File: config.mk
export PLATFORM = sky130hd
export DESIGN_NAME = rr_arb_mux
export DESIGN_NICKNAME = d
export VERILOG_FILES = /design/src/rtl/rr_arb_mux_pkg.sv /design/src/rtl/rr_arbiter.sv /design/src/rtl/rr_arb_mux.sv
export SDC_FILE = /design/constraint.sdc
export NUM_CORES = 1
export LEC_CHECK = 0
export ABC_AREA = 1
export CAP_MARGIN = 20
export CELL_PAD_IN_SITES_DETAIL_PLACEMENT = 2
export CELL_PAD_IN_SITES_GLOBAL_PLACEMENT = 2
export CORE_AREA = 2 2 84 86
export DETAILED_ROUTE_END_ITERATION = 6
export DIE_AREA = 0 0 86 88
export PLACE_DENSITY = 0.88
export REMOVE_ABC_BUFFERS = 1
export SLEW_MARGIN = 20
export SYNTH_ARGS = -nofsm -noshare
export SYNTH_HDL_FRONTEND = slang
export SYNTH_SLANG_ARGS = --single-unit
File: constraint.sdc
create_clock -name clk -period 2.62 [get_ports clk]
set_input_delay 0.393 -clock clk [delete_from_list [all_inputs] [get_ports clk]]
set_output_delay 0.393 -clock clk [all_outputs]
set_load 0.01 [all_outputs]
File: src/rtl/rr_arb_mux_pkg.sv
// -----------------------------------------------------------------------------
// rr_arb_mux_pkg
// Shared constants and helpers for the round-robin arbitrated output mux.
//   DEF_N_CH  : default channel count
//   DEF_WIDTH : default data width per channel
//   sel_w()   : width of a channel index, max(1, $clog2(n))
//   IDX_ZERO  : reset value for channel indices (out_sel, ptr)
// -----------------------------------------------------------------------------
package rr_arb_mux_pkg;

   localparam int DEF_N_CH  = 4;
   localparam int DEF_WIDTH = 8;
   localparam int IDX_ZERO  = 0;

   function automatic int sel_w(input int n);
      return (n <= 2) ? 1 : $clog2(n);
   endfunction

endpackage

File: src/rtl/rr_arbiter.sv
// -----------------------------------------------------------------------------
// rr_arbiter
// Purely combinational arbiter. Picks the first requesting channel searching
// cyclically upward from ptr; with RR_ARB_MUX_FIXED_PRI_EN defined the ptr
// port is removed and the lowest-index requester always wins.
// Ports:
//   ptr   in  SEL_W  search start (round-robin build only)
//   req   in  N_CH   per-channel request
//   grant out N_CH   one-hot grant, all-zero when nothing requests
//   idx   out SEL_W  binary index of the granted channel (0 when none)
// -----------------------------------------------------------------------------
module rr_arbiter
   import rr_arb_mux_pkg::*;
#(
   parameter  int N_CH  = DEF_N_CH,
   localparam int SEL_W = sel_w(N_CH)
) (
`ifndef RR_ARB_MUX_FIXED_PRI_EN
   input  logic [SEL_W-1:0] ptr,
`endif
   input  logic [N_CH-1:0]  req,
   output logic [N_CH-1:0]  grant,
   output logic [SEL_W-1:0] idx
);

   always_comb begin : search
      logic found;
      int   c;
      // NOTE: every output gets a default before the loop so no latch is inferred.
      grant = '0;
      idx   = '0;
      found = 1'b0;
      c     = 0;
      for (int k = 0; k < N_CH; k++) begin
`ifdef RR_ARB_MUX_FIXED_PRI_EN
         c = k;
`else
         // Offset from ptr, folded back into 0..N_CH-1.
         c = int'(ptr) + k;
         if (c >= N_CH) c = c - N_CH;
`endif
         if (!found && req[c]) begin
            found    = 1'b1;
            grant[c] = 1'b1;
            idx      = SEL_W'(c);
         end
      end
   end

endmodule

File: src/rtl/rr_arb_mux.sv
// -----------------------------------------------------------------------------
// rr_arb_mux
// N-channel registered multiplexer with valid/ready handshakes on every side.
// An internal arbiter (rr_arbiter) chooses among requesting channels; the
// winning word is captured in a single output register.
// Build option: RR_ARB_MUX_FIXED_PRI_EN selects fixed lowest-index priority
// and removes the round-robin pointer.
// Ports:
//   clk        in   clock, rising edge
//   rst        in   synchronous active-high reset
//   in_valid   in   N_CH        per-channel request
//   in_data    in   N_CH*WIDTH  channel i at [i*WIDTH +: WIDTH]
//   in_ready   out  N_CH        per-channel accept, one-hot or zero
//   out_valid  out  1           output register holds a word
//   out_data   out  WIDTH       registered selected word
//   out_sel    out  SEL_W       source channel of out_data
//   out_ready  in   1           consumer accept
// -----------------------------------------------------------------------------
module rr_arb_mux
   import rr_arb_mux_pkg::*;
#(
   parameter  int N_CH  = DEF_N_CH,
   parameter  int WIDTH = DEF_WIDTH,
   localparam int SEL_W = sel_w(N_CH)
) (
   input  logic                  clk,
   input  logic                  rst,
   input  logic [N_CH-1:0]       in_valid,
   input  logic [N_CH*WIDTH-1:0] in_data,
   output logic [N_CH-1:0]       in_ready,
   output logic                  out_valid,
   output logic [WIDTH-1:0]      out_data,
   output logic [SEL_W-1:0]      out_sel,
   input  logic                  out_ready
);

   logic             load;
   logic             hs;
   logic [N_CH-1:0]  grant;
   logic [SEL_W-1:0] gidx;
   logic [WIDTH-1:0] word;

`ifndef RR_ARB_MUX_FIXED_PRI_EN
   logic [SEL_W-1:0] ptr;
`endif

   rr_arbiter #(.N_CH(N_CH)) u_arb (
`ifndef RR_ARB_MUX_FIXED_PRI_EN
      .ptr   (ptr),
`endif
      .req   (in_valid),
      .grant (grant),
      .idx   (gidx)
   );

   // Output register is free when empty or being drained this cycle.
   assign load     = ~out_valid | out_ready;
   assign in_ready = rst ? '0 : (grant & {N_CH{load}});
   assign hs       = |in_ready;

   // One-hot AND-OR select keeps every part-select index constant.
   always_comb begin
      word = '0;
      for (int i = 0; i < N_CH; i++) begin
         if (grant[i]) word = word | in_data[i*WIDTH +: WIDTH];
      end
   end

   always_ff @(posedge clk) begin
      // NOTE: sequential state uses non-blocking assignments only.
      if (rst) begin
         out_valid <= 1'b0;
         out_data  <= '0;
         out_sel   <= SEL_W'(IDX_ZERO);
      end else if (load) begin
         if (hs) begin
            out_valid <= 1'b1;
            out_data  <= word;
            out_sel   <= gidx;
         end else begin
            // Drained with nothing to replace it; data and sel hold.
            out_valid <= 1'b0;
         end
      end
   end

`ifndef RR_ARB_MUX_FIXED_PRI_EN
   // Pointer moves to the channel after the winner, only on a handshake.
   always_ff @(posedge clk) begin
      if (rst) begin
         ptr <= SEL_W'(IDX_ZERO);
      end else if (hs) begin
         ptr <= (gidx == SEL_W'(N_CH-1)) ? SEL_W'(IDX_ZERO) : gidx + SEL_W'(1);
      end
   end
`endif

endmodule

Word level (Yosys, flattened, before mapping)
Cells that the tools add are included.
{"block": "totals", "ff_bits": 13, "latchBits": 0, "mem_bits_rw": 0, "rom_bits": 0, "output_inout_bits": 15, "elab_cells": 88, "memories": 0}
{"block": "op_classes", "addsub": 8, "n_mul": 0, "n_div": 0, "n_lt_le_gt_ge": 12, "eq_ne": 1, "shift": 0, "muxes": 42, "bitwise": 9, "reduce_logical": 12}
{"operator": "32-bit by 1-bit >= comparator with 1-bit output (second input constant)", "count": 4}
{"operator": "32-bit by 4-bit < comparator with 1-bit output (second input constant)", "count": 4}
{"operator": "32-bit two-way mux", "count": 4}
{"operator": "32-bit by 4-bit >= comparator with 1-bit output (second input constant)", "count": 3}
{"operator": "32-bit by 4-bit subtractor with 32-bit output (second input constant)", "count": 3}
{"operator": "8-bit two-way mux", "count": 4}
{"operator": "8-bit bitwise OR", "count": 3}
{"operator": "4-bit two-way mux", "count": 5}
{"operator": "1-bit two-way mux", "count": 16}
{"operator": "4-bit bitwise OR", "count": 3}
{"operator": "2-bit two-way mux", "count": 5}
{"operator": "1-bit binary-select mux with 2-bit select", "count": 4}
{"operator": "1-bit demux with 2-bit select", "count": 4}
{"operator": "1-bit logical AND", "count": 7}
{"operator": "2-bit by 2-bit adder with 3-bit output (second input constant)", "count": 2}
{"operator": "4-bit bitwise AND", "count": 1}
{"operator": "4-bit OR reduction", "count": 1}
{"operator": "2-bit by 3-bit subtractor with 4-bit output (second input constant)", "count": 1}
{"operator": "2-bit by 1-bit adder with 3-bit output (second input constant)", "count": 1}
{"operator": "2-bit by 3-bit >= comparator with 1-bit output (second input constant)", "count": 1}
{"operator": "1-bit zero test", "count": 3}
{"operator": "2-bit by 1-bit adder with 2-bit output (second input constant)", "count": 1}
{"operator": "2-bit equality test (second input constant)", "count": 1}
{"operator": "2-bit AND reduction", "count": 1}
{"operator": "2 further kinds", "count": 2}

Logic depth before layout (Yosys ltp)
Gate-level depths: netlist (run 1).
{"block": "depth", "word_depth": 22, "depth_mapped": 15}

By module
A second synthesis (run 1) with hierarchy kept.
{"block": "unflattened", "cells_unflattened": 229, "hier_area_um2": 1416.4}
{"module": "rr_arb_mux", "n_inst": 1, "cells_per_inst": 144, "area_per_inst_um2": 863.3, "seq_area_each_um2": 260.2}
{"module": "rr_arbiter", "n_inst": 1, "cells_per_inst": 85, "area_per_inst_um2": 553.0, "seq_area_each_um2": 0.0}

Least setup slack after synthesis (run 1)
OpenSTA, ideal clock, no wires.
{"block": "synth_path", "path_kind": "reg2reg", "start": "reg with a tool-made name", "end": "reg ptr[1]", "setup_time_ns": 0.113, "arrival_ns": 2.133, "setup_slack_ns": 0.374, "stages_incl_launch_ff": 16, "path_buffers": 1, "path_cell_list": "dfxtp_1 > inv_2 > ha_1 > inv_1 > nand3_1 > nand2_1 > nor2_4 > a21oi_2 > nand3_2 > nand2_1 > nand2_1 > nor2_4 > buf_6 > nand2_1 > nand2_1 > nor2_1"}
{"item": "end signal: assignment", "line": "rr_arb_mux.sv:91", "text": "ptr <= SEL_W'(IDX_ZERO);"}
{"item": "end signal: assignment", "line": "rr_arb_mux.sv:93", "text": "ptr <= (gidx == SEL_W'(N_CH-1)) ? SEL_W'(IDX_ZERO) : gidx + SEL_W'(1);"}
{"item": "end: declaration", "line": "rr_arb_mux.sv:44", "text": "logic [SEL_W-1:0] ptr;"}

Worst setup path after layout (run 1)
{"block": "layout_path", "start": "reg ptr[1]", "end": "out in_ready[1]"}
{"block": "layout_between", "elab_chain_cells": 17, "elab_cells_between_ends": 65}
{"item": "branches (longest 14 deep; another with 32-bit by 4-bit subtractor with 32-bit output)"}
{"item": "4-bit two-way mux (*)", "line": "rr_arbiter.sv:42", "text": "if (!found && req[c]) begin"}
{"item": "4-bit bitwise AND (*)", "line": "rr_arb_mux.sv:58", "text": "assign in_ready = rst ? '0 : (grant & {N_CH{load}});"}
{"item": "4-bit two-way mux (*)", "line": "rr_arb_mux.sv:58"}
{"item": "end: declaration", "line": "rr_arb_mux.sv:30", "text": "output logic [N_CH-1:0] in_ready,"}
Every way passes the cells marked *. The select of a mux whose other input is x is not followed.

==> PnR_summary.wiki, run 1 <==
{| class="wikitable"
! Metric !! Value
|-
| Xor/xnor share of the synthesized area || 0.00670
|-
| Worst Hold Depth || 4
|-
| Pin slew with the least headroom to its limit || approximately 430 ps
|-
| Clock tree from TritonCTS || built
|-
| Worst EP required || 2230 ps
|-
| Worst Path Arrival || between 2000 and 2500 ps
|-
| Site row count || 30
|-
| Drt first pass iters || 4
|-
| Worst max-slew margin expressed relative to the limit || 0.712
|-
| Peak-usage layer in the global routing report || met2
|-
| Post-DR vias/cell || 4.39
|-
| Portion of the post-synthesis area used by sequential elements || 0.199
|-
| CP bufs+invs || 5
|-
| Total negative slack || 0 ps
|-
| Compound-gate portion of the synthesized area || 0.0584
|-
| Number of port buffers || 53
|-
| Final-report max-slew violation count || 0
|-
| Class of the most critical setup path || flip-flop to output pin
|-
| Post-synthesis share of cell area spent on full adders, half adders and majority gates || 0.0383
|-
| Leftover overflow at the end of global routing || 0
|-
| Hold violation count in the final report || 0
|-
| Area leader, netlist || sky130_fd_sc_hd__nand2_1
|-
| Met3 layer usage reported by global route || 0.0104
|-
| Number of clock sinks seen by CTS || 13
|-
| Crit-path max FO || 5
|-
| Root buf cell || sky130_fd_sc_hd__clkbuf_8
|-
| Capture endpoint of the worst hold path || out_data[7]$_SDFFE_PP0P_
|-
| Maximum level of the CTS H-tree || 1
|-
| Filler Cell Count || 835
|-
| Bufs on Longest Clock Path || 2
|-
| Slowest cell on the critical path || sky130_fd_sc_hd__dfxtp_1
|-
| Boundary Pins || 54
|-
| Result of the run || finished clean
|-
| Post-synth ARST share || 0
|-
| CP Capture Type || output pin
|-
| Family of cells with the greatest summed delay on the critical path || simple AND/OR/NAND/NOR gates
|-
| Number of hold buffers added after cts || 0
|-
| Post-synthesis instance area || approximately 0.0013 sq mm
|-
| Initial cell density of the core || 0.197
|-
| Net count reported at finish || 357
|-
| Global-route wire length before repair || 9090 um
|-
| Die X || 86 um
|-
| Die Ht || 88 um
|-
| Met2 track demand over resource in global routing || 0.314
|-
| Global placer's final weighted congestion || 0.818
|-
| Met1 track utilization from global routing || 0.169
|-
| Final worst path period need || 2460 ps
|-
| Most frequent cell after synthesis || sky130_fd_sc_hd__nand2_1
|-
| Die ar. || about 0.0076 sq mm
|-
| Top cell types by occurrence after synthesis || 113 x sky130_fd_sc_hd__nand2_1, 43 x sky130_fd_sc_hd__inv_1, 30 x sky130_fd_sc_hd__nor2_1
|-
| Final WS setup || 159 ps
|-
| Vias in the first global route || 1845
|-
| Largest family of logic cells by synthesized area || simple AND/OR/NAND/NOR gates
|-
| Logic pwr share || 0.801
|-
| Via count || 1725
|-
| Reg2reg start || ptr[1]$_SDFFE_PP0P_
|-
| Longest individual stage delay on the worst path || approximately 350 ps
|-
| Antenna violations before repair || 0
|-
| Number of buffers created by CTS || 3
|-
| Residual antenna-violating net count after detailed routing || 0
|-
| Ys flop type || sky130_fd_sc_hd__dfxtp_1
|-
| Internal || 1.19 mW
|-
| Number of maximum-capacitance violations || 0
|-
| Clock Pin Slew Worst Setup and Hold Paths || 70 ps
|-
| Synthesized-area fraction occupied by and/or/nand/nor cells || 0.551
|-
| Worst min path class || flip-flop to flip-flop
|-
| Power share of the clock group || 0.078
|-
| Maximum clock frequency || 406 MHz
|-
| Routed wirelength normalized by instance count || ~15 um
|-
| GRT Util Overall || 0.156
|-
| Share of cells above drive strength 1 || 0.134
|-
| Dpl ws || -195 ps
|-
| Final cycle utilization of the critical path || 0.939
|-
| Worst-case vdd ir drop || 0.280 mV
|-
| Clock insertion delay at the later pin of the skew report || 260 ps
|-
| Multiplexer share of the synthesized area || 0
|-
| Area Overhead vs Synth || 59.7%
|-
| Number of distinct library cell variants in the gate-level netlist after synthesis || 21
|-
| Synth Register Bits || 13
|-
| Worst R2R End || ptr[1]$_SDFFE_PP0P_
|-
| Reg2reg path depth || 15
|-
| # setup viols final || 0
|-
| Number of flops mapped to enable cells by yosys || 0
|-
| Power density over cell area || 1230 mW/mm^2
|-
| Leading cell types by total area after synthesis || sky130_fd_sc_hd__nand2_1 32%, sky130_fd_sc_hd__dfxtp_1 20%, sky130_fd_sc_hd__inv_1 12%, sky130_fd_sc_hd__nor2_1 8.6%, sky130_fd_sc_hd__nand3_2 4.6%
|-
| Total Wirelength || 5710 um
|-
| Core Region || ~0.0066 sq mm
|-
| Startpoint types || flip-flop
|-
| Leakage dissipation || roughly 1.1 nW
|-
| Synth Instances || approximately 240
|-
| Yosys top cell area share || 0.325
|-
| Switching fraction of total power || 0.535
|-
| Crit path cell chain || inv_1 -> ha_4 -> inv_1 -> nand2_1 -> nand2_1 -> nor2_4 -> buf_2 -> nand4_1 -> nand3_2 -> nand2_1 -> inv_1 -> clkbuf_2
|-
| Total power consumption of the routed design || about 2.6 mW
|-
| Antenna Diode Count || 0
|-
| Switching power total || 1.37 mW
|-
| Detailed-route DRC error count || 0
|-
| Setup slack on the worst flop-to-flop path || 170 ps
|-
| Yosys Warn Count || 0
|-
| Total half-perimeter wirelength after legalization and detailed placement || between 4000 and 5000 um
|-
| Pin count of the biggest net entering global routing || 17
|-
| Sequential share of power || 0.121
|-
| Min-delay src || out_data[7]$_SDFFE_PP0P_
|-
| Number of DRC markers in iteration 0 || 37
|-
| Setup repair after global routing missed its margin || false
|-
| Post-synthesis average cell area || 5.40 sq um
|-
| Worst clock skew || between 6 and 7 ps
|}
==> cell type report <==
type | count | area (sq um) | share of cell area
Sequential cell | 13 | 260 | 0.125
Multi-Input combinational cell | 182 | 867 | 0.416
Tap cell | 80 | 100 | 0.0480
Inverter | 44 | 165 | 0.0792
Clock buffer | 4 | 45.0 | 0.0216
Timing Repair Buffer | 70 | 648 | 0.311
==> cell usage in the layout (no fill, tap or decap) <==
cell | synthesis | routed
sky130_fd_sc_hd__a31oi_1 | 1 | 1
sky130_fd_sc_hd__dfxtp_1 | 13 | 13
sky130_fd_sc_hd__clkdlybuf4s50_1 | 0 | 49
sky130_fd_sc_hd__inv_2 | 1 | 1
sky130_fd_sc_hd__clkbuf_2 | 0 | 4
sky130_fd_sc_hd__nor2_4 | 3 | 3
sky130_fd_sc_hd__buf_4 | 0 | 15
sky130_fd_sc_hd__inv_1 | 43 | 43
sky130_fd_sc_hd__nand3_2 | 6 | 6
sky130_fd_sc_hd__ha_1 | 4 | 3
sky130_fd_sc_hd__nor2_1 | 30 | 30
sky130_fd_sc_hd__a21boi_2 | 1 | 1
sky130_fd_sc_hd__a21boi_0 | 3 | 3
sky130_fd_sc_hd__clkbuf_1 | 1 | 1
sky130_fd_sc_hd__nand4_1 | 4 | 4
sky130_fd_sc_hd__ha_4 | 0 | 1
sky130_fd_sc_hd__nand2_2 | 2 | 2
sky130_fd_sc_hd__buf_2 | 0 | 1
sky130_fd_sc_hd__a21oi_1 | 1 | 1
sky130_fd_sc_hd__nand2_1 | 113 | 113
sky130_fd_sc_hd__a21oi_2 | 3 | 3
sky130_fd_sc_hd__o21ai_0 | 1 | 1
sky130_fd_sc_hd__xor2_1 | 1 | 1
sky130_fd_sc_hd__nand3_1 | 8 | 8
sky130_fd_sc_hd__nand2_4 | 1 | 1
sky130_fd_sc_hd__buf_12 | 0 | 1
sky130_fd_sc_hd__clkbuf_8 | 0 | 3
==> worst reg2reg max path: cells and delay by family (launching register included) <==
kind,cells,cell delay [ps]
buffers and inverters,4,460
DFF,1,350
adders and majority gates,1,310
and+or+nand+nor,9,1100
xor gates and xnor gates,1,180
==> through the flow <==
| stage | cell area [sq um] | cells | hold WS (ps) | util |
|---|---|---|---|---|
| floorplan | 1280 | 239 | 462 | - |
| global placement | 2020 | 386 | 501 | 0.303 |
| detailed placement | 2020 | 386 | 521 | 0.303 |
| CTS | 2100 | 393 | 536 | 0.316 |
| global route | 2090 | 393 | 578 | 0.314 |
| finish | 2090 | 393 | 525 | 0.314 |
==> logic make-up after synthesis <==
kind of cell / count (synthesis)
and+or+nand+nor: 167
buffers and inverters: 47
DFF: 13
AOI/OAI and AO/OA: 10
adders and majority gates: 4
xor gates and xnor gates: 1
==> power by group through the flow <==
stage | registers (mW) | logic (mW) | clock network (mW)
floorplan | 0.344 | 1.11 | 0
global placement | 0.312 | 1.83 | 0
detailed placement | 0.315 | 1.93 | 0
CTS | 0.310 | 2.05 | 0.203
global route | 0.316 | 2.30 | 0.211
finish | 0.309 | 2.05 | 0.200
==> worst max-delay path by stage <==
stage / from / to / slack, ps / cells past startpoint
floorplan: flip-flop / out_sel[0]$_SDFFE_PP0P_ / 300 / 14
CTS: ptr[1]$_SDFFE_PP0P_ / in_ready[1] / 80 / 12
global route: ptr[1]$_SDFFE_PP0P_ / ptr[1]$_SDFFE_PP0P_ / 30 / 15
global placement: in_valid[1] / in_ready[1] / -50 / 11
detailed placement: in_valid[3] / in_ready[0] / -200 / 11
finish: ptr[1]$_SDFFE_PP0P_ / in_ready[1] / 160 / 12
==> per-layer routing <==
metal / up-vias / wire length, um
met1: 826 / 2380
li1: 857 / -
met2: 35 / 3090
met3: 7 / 131
met4: 0 / 103
met5: - / 0
==> flip-flops by register name (all words and copies together), names as in the netlist, named ones only <==
signal / cells
ptr: 1
out_valid: 1
out_data: 8
out_sel: 2
==> timing repair <==
action                                  in CTS  in global routing
resized for setup                            6                  8
endpoints found under the setup margin       4                  4
setup buffers                                3                  0
hold endpoints to repair                     0                  0
pin swaps                                    1                  0
Power figures use the tool's default switching activity.
==> run 2, diff against run 1 <==
--- a/config.mk
+++ b/config.mk
@@ -5,14 +5,13 @@
 export SDC_FILE = /design/constraint.sdc
 export NUM_CORES = 1
 export LEC_CHECK = 0
-export ABC_AREA = 1
-export CAP_MARGIN = 20
+export CAP_MARGIN = 0
 export CELL_PAD_IN_SITES_DETAIL_PLACEMENT = 2
 export CELL_PAD_IN_SITES_GLOBAL_PLACEMENT = 2
 export CORE_AREA = 2 2 84 86
 export DETAILED_ROUTE_END_ITERATION = 6
 export DIE_AREA = 0 0 86 88
-export PLACE_DENSITY = 0.88
+export PLACE_DENSITY = 0.87
 export REMOVE_ABC_BUFFERS = 1
 export SLEW_MARGIN = 20
 export SYNTH_ARGS = -nofsm -noshare
==> run 2 against run 1 <==
Effect of this change:
- the run now ends with setup timing left
- total power is 22% higher
- global-route usage is 7.3 points higher
- clock skew is 3.1 ps higher
- non-clock buffer count is 37 higher
- routed wire length is 58% higher
- first-iteration DRC count grew to 3.0 times the previous value
- combinational power is 27% higher
- critical path type unchanged
- critical endpoint is now in_ready[0]
- largest power group unchanged
==> PnR_summary.wiki, run 2 <==
{| class="wikitable"
! Metric !! Value
|-
| Result of the run || finished, violations left
|-
| Failing checks || setup timing
|-
| Drt first pass iters || 4 (unchanged)
|-
| Routed wirelength normalized by instance count || 23.7 um (+63%)
|-
| Most common library cell in the layout ignoring fill and taps || sky130_fd_sc_hd__clkdlybuf4s50_1
|-
| Antenna Diode Count || 0 (unchanged)
|-
| Total Wirelength || 9040 um (+58%)
|-
| Yosys Warn Count || 0 (unchanged)
|-
| Final-report max-slew violation count || 0 (unchanged)
|-
| Core Region || 0.00664 sq mm (unchanged)
|-
| Leftover overflow at the end of global routing || 0 (unchanged)
|-
| Longest individual stage delay on the worst path || 430 ps (+80 ps)
|-
| Die ar. || 0.00757 sq mm (unchanged)
|-
| Synth Instances || 207 (-14%)
|-
| Total negative slack || -4110 ps (-4110 ps)
|-
| Clock insertion delay at the later pin of the skew report || 260 ps (about the same)
|-
| Number of clock sinks seen by CTS || 13 (unchanged)
|-
| Crit-path max FO || 4 (-1)
|-
| Portion of the post-synthesis area used by sequential elements || 0.156 (-0.0428)
|-
| Slowest cell on the critical path || sky130_fd_sc_hd__or3b_4
|-
| Dpl ws || -570 ps (-374 ps)
|-
| Share of cells above drive strength 1 || 0.325 (+0.190)
|-
| Setup slack on the worst flop-to-flop path || -280 ps (-450 ps)
|-
| Crit path cell chain || inv_2 -> ha_4 -> or3b_4 -> a2111oi_4 -> buf_4 -> buf_6 -> o21a_1 -> nor3_2 -> nor2_1 -> buf_2
|-
| Post-synthesis average cell area || 8.04 sq um (+49%)
|-
| Antenna violations before repair || 0 (unchanged)
|-
| Net count reported at finish || 346 (-3.1%)
|-
| Area Overhead vs Synth || 68.6%
|-
| Utilization after layout || 0.422 (+0.108)
|-
| Die Ht || 88 um (unchanged)
|-
| Largest registers || out_data x8, out_sel x2
|-
| Worst min path class || flip-flop to flip-flop
|-
| # setup viols final || 17 (+17)
|-
| Pin slew with the least headroom to its limit || 519 ps (+86.9 ps)
|-
| Worst Path Arrival || 2560 ps (+490 ps)
|-
| Number of port buffers || 53 (unchanged)
|-
| Bufs on Longest Clock Path || 2 (unchanged)
|-
| Residual antenna-violating net count after detailed routing || 0 (unchanged)
|-
| Leading cell types in the layout, fill and taps excluded || 45 x sky130_fd_sc_hd__clkdlybuf4s50_1, 44 x sky130_fd_sc_hd__buf_4, 16 x sky130_fd_sc_hd__inv_1
|-
| Post-synthesis instance area || 0.00166 sq mm (+27%)
|-
| Area after DPL || 0.00250 sq mm (+24%)
|-
| Filler Cell Count || 747 (-11%)
|-
| Final WS setup || -333 ps (-493 ps)
|-
| Number of flops mapped to enable cells by yosys || 0 (unchanged)
|-
| Power density over cell area || 1120 mW/mm^2 (-9.0%)
|-
| Number of DRC markers in iteration 0 || 111 (+200%)
|-
| Reg with most FFs || out_data
|-
| Leakage dissipation || 1.15 nW (+1.5%)
|-
| Class of the most critical setup path || flip-flop to output pin
|-
| Post-DR vias/cell || 5.52 (+26%)
|-
| Maximum level of the CTS H-tree || 1 (unchanged)
|-
| Clock Pin Slew Worst Setup and Hold Paths || 60 ps (about the same)
|-
| Worst EP required || 2230 ps (about the same)
|-
| Global-route wire length before repair || 13200 um (+45%)
|-
| CP Capture Type || output pin
|-
| Flip-flop count of the largest register after layout || 8 (unchanged)
|-
| Family of cells with the greatest summed delay on the critical path || simple AND/OR/NAND/NOR gates
|-
| Ys flop type || sky130_fd_sc_hd__dfxtp_1
|-
| Global placer's final weighted congestion || 0.807 (-1.3%)
|-
| Setup repair after global routing missed its margin || true
|-
| Finished Cell Area || 0.00281 sq mm (+34%)
|-
| Hold violation count in the final report || 0 (unchanged)
|-
| Pin count of the biggest net entering global routing || 15 (-2)
|-
| Worst max-slew margin expressed relative to the limit || 0.654 (-0.0576)
|-
| Yosys top cell area share || 0.156 (-0.168)
|-
| Final cycle utilization of the critical path || 1.13 (+0.188)
|-
| Area leader, netlist || sky130_fd_sc_hd__dfxtp_1
|-
| Boundary Pins || 54 (unchanged)
|-
| Synth Register Bits || 13 (unchanged)
|-
| Clock tree from TritonCTS || built
|-
| Final worst path period need || 2950 ps (+493 ps)
|-
| Die X || 86 um (unchanged)
|-
| Leading cell types by total area after synthesis || sky130_fd_sc_hd__dfxtp_1 16%, sky130_fd_sc_hd__mux2i_1 6.0%, sky130_fd_sc_hd__nand2b_1 5.6%, sky130_fd_sc_hd__a22o_1 4.2%, sky130_fd_sc_hd__inv_1 4.1%
|-
| Number of distinct library cell variants in the gate-level netlist after synthesis || 51 (+140%)
|-
| Total half-perimeter wirelength after legalization and detailed placement || 5630 um (+29%)
|-
| Worst clock skew || 9.86 ps (+3.09 ps)
|-
| Post-synth ARST share || 0 (unchanged)
|-
| Site row count || 30 (unchanged)
|-
| Most frequent cell after synthesis || sky130_fd_sc_hd__inv_1
|-
| Number of buffers created by CTS || 3 (unchanged)
|-
| Number of maximum-capacitance violations || 0 (unchanged)
|-
| Startpoint types || flip-flop
|-
| Root buf cell || sky130_fd_sc_hd__clkbuf_8
|-
| Detailed-route DRC error count || 0 (unchanged)
|-
| Top cell types by occurrence after synthesis || 18 x sky130_fd_sc_hd__inv_1, 15 x sky130_fd_sc_hd__nand2b_1, 13 x sky130_fd_sc_hd__dfxtp_1, 13 x sky130_fd_sc_hd__nand2_1, 13 x sky130_fd_sc_hd__o21ai_0
|-
| Maximum clock frequency || 339 MHz (-17%)
|-
| CP bufs+invs || 4 (-1)
|-
| Worst-case vdd ir drop || 0.499 mV (+78%)
|-
| Number of hold buffers added after cts || 0 (unchanged)
|-
| Vias in the first global route || 2351 (+27%)
|-
| Via count || 2110 (+22%)
|-
| GRT Util Overall || 0.229 (+0.0731)
|-
| Initial cell density of the core || 0.250 (+0.0539)
|}
==> run 2: path summary, 6_finish.rpt <==
check,cells past startpoint,start,to
max,10,flip-flop,in_ready[0]
min reg2reg,2,out_data[0]$_SDFFE_PP0P_,out_data[0]$_SDFFE_PP0P_
max reg2reg,12,flip-flop,out_data[4]$_SDFFE_PP0P_
min,2,out_data[0]$_SDFFE_PP0P_,out_data[0]$_SDFFE_PP0P_
==> run 2: logic make-up after synthesis <==
kind of cell	synth area share
fa+ha+maj	0.0301
compound gates	0.356
simple gates	0.235
xor+xnor	0.00526
buf+inv	0.103
flops	0.156
mux	0.114
==> run 2: timing repair <==
| item | in CTS | in global routing |
|---|---|---|
| cloned | 0 | 1 |
| pin swaps | 13 | 11 |
| endpoints found under the setup margin | 17 | 17 |
| setup buffers | 13 | 3 |
| gates resized for setup | 48 | 10 |
==> run 2: through the flow <==
stage / hold slack [ps] / instances / total power [mW]
after detailed placement: 479 / 364 / 2.42
after global placement: 454 / 364 / 2.31
final: 487 / 382 / 3.13
after global routing: 509 / 382 / 3.30
after floorplan: 458 / 191 / 1.44
after CTS: 488 / 380 / 2.88
==> run 2: layer usage <==
layer | up-vias | global-route usage | part of all wire
li1 | 969 | - | -
met5 | - | 0 | 0
met3 | 18 | 0.0424 | 0.035
met2 | 57 | 0.418 | 0.54
met4 | 0 | 0.111 | 0.031
met1 | 1066 | 0.255 | 0.40
==> run 2: power by group <==
group | switching (mW) | internal (mW)
clock | 0.0817 | 0.108
sequential | 0.0540 | 0.284
combinational | 1.32 | 1.28
total | 1.46 | 1.67
==> run 2: worst reg2reg max path, stage by stage (launching register included) <==
cell and delay [ps]:
sky130_fd_sc_hd__dfxtp_2 350, sky130_fd_sc_hd__inv_2 60, sky130_fd_sc_hd__ha_4 260, sky130_fd_sc_hd__or3b_4 430, sky130_fd_sc_hd__a2111oi_4 390, sky130_fd_sc_hd__buf_4 200
sky130_fd_sc_hd__buf_6 90, sky130_fd_sc_hd__o21a_1 160, sky130_fd_sc_hd__nor3_2 80, sky130_fd_sc_hd__buf_4 160, sky130_fd_sc_hd__a31o_4 280, sky130_fd_sc_hd__clkbuf_16 170
sky130_fd_sc_hd__mux2i_1 180
==> run 2: area by class of cell <==
class / count / area, sq um / area share
multi-input combinational: 160 / 1350 / 0.482
tap: 80 / 100 / 0.0357
timing repair buffer: 107 / 977 / 0.348
inverter: 18 / 67.6 / 0.0241
clock buffer: 4 / 45.0 / 0.0161
sequential: 13 / 263 / 0.0937
